[config.mk]
export PLATFORM = sky130hd
export DESIGN_NAME = fsm_counter_launcher
export DESIGN_NICKNAME = d
export VERILOG_FILES = /design/src/rtl/fsm_counter_launcher.sv
export SDC_FILE = /design/constraint.sdc
export NUM_CORES = 1
export LEC_CHECK = 0
export ABC_AREA = 1
export ABC_CLOCK_PERIOD_IN_PS = 1900
export BUFFER_PORTS_ARGS = -buffer_cell sky130_fd_sc_hd__buf_2
export CORE_MARGIN = 2
export CORE_UTILIZATION = 57
export DETAILED_ROUTE_END_ITERATION = 12
export GPL_TIMING_DRIVEN = 1
export PLACE_DENSITY = 0.8
export SYNTH_ARGS = -nofsm -noshare
export SYNTH_HDL_FRONTEND = slang
export SYNTH_SLANG_ARGS = --single-unit
[constraint.sdc]
create_clock -name clk -period 1.9 [get_ports clk]
set_input_delay 0 -clock clk [delete_from_list [all_inputs] [get_ports clk]]
set_output_delay 0 -clock clk [all_outputs]
set_load 0.01 [all_outputs]
[src/rtl/fsm_counter_launcher.sv]
// Batch launcher for one counter worker: runs up to 15 jobs, count = base + k*step (mod 128).
// Latency: start->o_run in 2 cycles with the worker idle, worker done->next WAIT_IDLE or DONE in 1 cycle.
// Backpressure: waits on worker idle/done levels; a per-job watchdog aborts the batch with o_err after TIMEOUT cycles.
module fsm_counter_launcher #(
  parameter int TIMEOUT = 1024
) (
  input  logic       clk,
  input  logic       reset,
  input  logic       i_start,
  input  logic [3:0] i_num_jobs,
  input  logic [6:0] i_base_cnt,
  input  logic [6:0] i_step,
  input  logic       i_worker_idle,
  input  logic       i_worker_done,
  output logic       o_run,
  output logic [6:0] o_num_cnt,
  output logic       o_idle,
  output logic       o_busy,
  output logic       o_done,
  output logic       o_err,
  output logic [3:0] o_jobs_done
);

  localparam int WD_W = $clog2(TIMEOUT);
  localparam logic [WD_W-1:0] WD_LAST = WD_W'(TIMEOUT - 1);

  typedef enum logic [2:0] {
    S_IDLE,
    S_WAIT_IDLE,
    S_LAUNCH,
    S_WAIT_DONE,
    S_DONE
  } state_t;

  state_t          state;
  logic [3:0]      num_jobs;
  logic [3:0]      job_idx;
  logic [6:0]      step;
  logic [WD_W-1:0] wd_cnt;

  logic last_job;
  logic job_end;
  logic launch_go;
  logic wd_expired;

  // A zero count is a skipped job; worker done only counts while waiting for it.
  assign last_job   = (job_idx == num_jobs - 4'd1);
  assign job_end    = ((state == S_WAIT_IDLE) && (o_num_cnt == 7'd0)) ||
                      ((state == S_WAIT_DONE) && i_worker_done);
  assign launch_go  = (state == S_WAIT_IDLE) && (o_num_cnt != 7'd0) && i_worker_idle;
  assign wd_expired = (wd_cnt == WD_LAST);

  // Batch sequencer: state, latched batch parameters, watchdog and registered outputs.
  always_ff @(posedge clk) begin
    if (reset) begin
      state       <= S_IDLE;
      num_jobs    <= 4'd0;
      job_idx     <= 4'd0;
      step        <= 7'd0;
      wd_cnt      <= '0;
      o_run       <= 1'b0;
      o_num_cnt   <= 7'd0;
      o_idle      <= 1'b1;
      o_busy      <= 1'b0;
      o_done      <= 1'b0;
      o_err       <= 1'b0;
      o_jobs_done <= 4'd0;
    end else begin
      // Pulse outputs: each lives for exactly one cycle of LAUNCH or DONE.
      o_run  <= 1'b0;
      o_done <= 1'b0;
      case (state)
        S_IDLE: begin
          if (i_start) begin
            num_jobs    <= i_num_jobs;
            step        <= i_step;
            o_num_cnt   <= i_base_cnt;
            o_jobs_done <= 4'd0;
            job_idx     <= 4'd0;
            o_err       <= 1'b0;
            wd_cnt      <= '0;
            o_idle      <= 1'b0;
            if (i_num_jobs == 4'd0) begin
              state  <= S_DONE;
              o_done <= 1'b1;
            end else begin
              state  <= S_WAIT_IDLE;
              o_busy <= 1'b1;
            end
          end
        end

        S_WAIT_IDLE, S_WAIT_DONE: begin
          if (job_end) begin
            o_jobs_done <= o_jobs_done + 4'd1;
            if (last_job) begin
              state  <= S_DONE;
              o_busy <= 1'b0;
              o_done <= 1'b1;
            end else begin
              // Next count is ready well before the following o_run.
              job_idx   <= job_idx + 4'd1;
              o_num_cnt <= o_num_cnt + step;
              wd_cnt    <= '0;
              state     <= S_WAIT_IDLE;
            end
          end else if (launch_go) begin
            state <= S_LAUNCH;
            o_run <= 1'b1;
          end else if (wd_expired) begin
            // Hung worker: abort the batch, the current job is not counted.
            o_err  <= 1'b1;
            state  <= S_DONE;
            o_busy <= 1'b0;
            o_done <= 1'b1;
          end else begin
            wd_cnt <= wd_cnt + 1'b1;
          end
        end

        S_LAUNCH: begin
          // Worker done is ignored here, so a stale done level cannot end the new job.
          state  <= S_WAIT_DONE;
          wd_cnt <= '0;
        end

        S_DONE: begin
          state  <= S_IDLE;
          o_idle <= 1'b1;
        end

        default: begin
          state  <= S_IDLE;
          o_idle <= 1'b1;
          o_busy <= 1'b0;
        end
      endcase
    end
  end

endmodule

==> run summary <==
Ys flop type: dfxtp_1
First-pass GRT wire length: 10790 um
Sequential share of the synthesized area: 32.68%
Post-synth top cells: 104 x nand2_1, 57 x nor2_1, 44 x dfxtp_1, 44 x inv_1, 36 x nand3_1
End of the worst hold path: num_jobs[2]
DIE AREA: 5294 um2
Synthesized flop and latch total: 44
WL met2: 3269 um
EDFF count, synth: 0
Status: finished clean
Min cycle time layout: 1.783 ns
Worst-Margin Slew: 0.5944 ns
Max_slew headroom: 60.33%
Crit path capture type: register
Worst path required time: 2.10 ns
Area fraction of the dominant cell type after synthesis: 32.68%
Met1 WL: 3137 um
Placed cells: 502
Met3 WL post-DR: 311 um
Lkg Pwr: 1.511 nW
1st-pass router iterations: 5
Worst-case reg-to-reg path depth: 11
CP Class: reg -> reg
R2R Setup Slk: 0.12 ns
Top post-synthesis cells by area: dfxtp_1 33%, nand2_1 14%, nor2_1 7.9%
DIE WIDTH: 72.76 um
Hpwl dp: 4702 um
Pwr per Cell Area: 1264 nW/um2
Die Span Y: 72.76 um
Initial antenna violation count: 0
Area growth syn-to-layout: 18.76%
Final slew viol count: 0
Core Region: 4629 um2
Synth area leader: dfxtp_1
CP Data Arrival Time: 1.98 ns
Min-delay src: i_num_jobs[2]
Final #Nets: 501
Synth Area in Simple Gates: 39.04%
Total Wirelength: 6793 um
Syn Area/Cell: 6.526 um2
Clock buffer depth: 2
Antenna Violating Nets Remaining: 0
Layout cells sized above 1: 19.44%
Compound-Gate Fraction of Synth Area: 11.65%
Vias: 2838
Cts bufs inserted: 5
Reg-to-reg endpoint: o_num_cnt[4]
Hold path depth: 3
Wire per inst: 13.01 um
Max stage delay on crit path: 0.36 ns
Crit-path max FO: 4
Final std cells w/o fill: 522
Max stage delay cell, worst path: dfxtp_2
Cell area after synthesis: 2695 um2
Final worst-path cycle share: 93.85%
Adder-cell area share of the yosys netlist: 5.385%
Post-synthesis async set-or-reset flop share: 0%
Diode count: 0
TritonCTS clock tree: done
# DRC: 0
Final setup fails: 0
Vias in the first global route: 2540
Initial Util: 58.22%
Hold slack: 0.003343 ns
Drt first-iter violations: 199
Final GP Congestion: 0.8678
Peak supply drop: 0.7868 mV
Main combinational cell family by area after synthesis: simple AND/OR/NAND/NOR gates
Ports: 39
Xor/xnor share of the synthesized area: 1.625%
Syn Nets: 447
Via/cell ratio: 5.437
Worst-path cell chain: ha_2, inv_1, fa_1, inv_1, nand2_1, a21boi_1, o21ai_0, nand2_1, o21ai_0, nor2_1, nor2_1
Yosys warning count: 0
H-tree depth: 2
R2R Path Start: o_num_cnt[0]
Top sig layer: met4
Top delay family on crit path: adder cells
Clk pin slew, worst setup/hold paths: 0.08 ns
Largest net degree at the start of global routing: 22
Gr usage total: 25.79%
Max Cap Viol: 0
Clk_lat worst skew: 0.30 ns
CTS Root Cell: clkbuf_8
Row cnt: 25
Fin. Hold Viols: 0
Grt ovf: 0
Worst hold path class: in -> reg
Buffers on Ports: 38
Startpoint Class: register
Synth unique cells: 32
Clock net sink count: 44
Pwr Total: 4.046 mW
Cell with the most instances after synthesis: nand2_1
Post-synthesis mux area share: 0%
Skew final: 0.008305 ns
Setup total negative slack: 0 ns
Crit path buf inv count: 2
Filler cell count: 392
Post-Syn Instances: 413
Peak Freq: 560.8 MHz
-- layout make-up --
type                            count  area (um2)  share of cell area (%)
Sequential cell                    44       884.6                   27.64
Tap cell                           54       67.56                   2.111
Clock inverter                      2       35.03                   1.095
Multi-Input combinational cell    310        1614                   50.43
Timing Repair Buffer               55       332.8                   10.40
Inverter                           51       193.9                   6.059
Clock buffer                        6       72.57                   2.267
-- repair_timing --
item,CTS,global route
hold buffers,6,0
endpoints found under the hold margin,6,0
gates resized for setup,0,15
setup endpoints to repair,0,23
setup buffers,0,4
-- power by group --
| group | switching (mW) | internal, mW |
|---|---|---|
| Sequential | 0.198 | 1.14 |
| Clock | 0.325 | 0.391 |
| Combinational | 1.28 | 0.710 |
| Total | 1.81 | 2.24 |
-- cells in the final DEF, fill, tap and decap left out, types with 2 or more instances in the layout --
cell	count
xnor2_1	4
nand3b_1	2
o21ai_0	24
ha_1	9
nor2_1	53
nand3_4	3
nand3_2	2
buf_4	11
nor2_2	5
nand2_1	102
a31oi_1	2
inv_2	6
nor2_4	2
dlygate4sd3_1	6
nand4_1	10
a21oi_1	26
buf_2	38
inv_1	44
dfxtp_2	3
nand2_2	5
a21oi_4	2
clkbuf_8	5
nand2_4	3
o21ai_1	4
nor3_1	9
nand3_1	36
dfxtp_1	41
-- cells by family (layout without fill, tap and decap cells) --
logic type / after synthesis / after routing
flops: 44 / 44
fa+ha+maj: 11 / 11
compound gates: 59 / 60
simple gates: 233 / 234
buf+inv: 61 / 114
xor+xnor: 5 / 5
-- flip-flops by register name (all words and copies together), names as in the netlist --
name and count:
wd_cnt 10, o_num_cnt 7, step 7, job_idx 4
num_jobs 4, o_jobs_done 4, state 3, o_busy 1
o_done 1, o_err 1, o_idle 1, o_run 1
-- how the worst max path moves through the flow --
stage                  from           end  cells past startpoint
3_3_place_gp    num_jobs[0]    job_idx[0]                      9
6_report       o_num_cnt[0]  o_num_cnt[4]                     11
3_5_place_dp    num_jobs[0]    job_idx[0]                      9
4_1_cts         num_jobs[0]    job_idx[3]                      9
2_1_floorplan  o_num_cnt[0]  o_num_cnt[4]                     11
5_1_grt           wd_cnt[1]     wd_cnt[0]                     10
-- stage by stage --
step / worst slack (ns) / instance area, um2 / util, %
finish: 0.1168 / 3201 / 69.14
global route: -0.01138 / 3201 / 69.14
CTS: 0.01797 / 3108 / 67.14
detailed placement: 0.06915 / 2940 / 63.51
global placement: 0.1467 / 2940 / 63.51
floorplan: 0.1488 / 2695 / -
-- layer usage --
metal | GRT usage [%] | vias to the layer above
li1 | - | 1457
met1 | 33.10 | 1300
met2 | 43.03 | 73
met3 | 5.110 | 8
met4 | 9.259 | 0
met5 | 0 | -
-- worst min-delay path: stages --
cell and delay, ns:
buf_2 0.08, o21ai_0 0.07, a21oi_1 0.10
No activity file was read; power rests on OpenSTA's default activity.
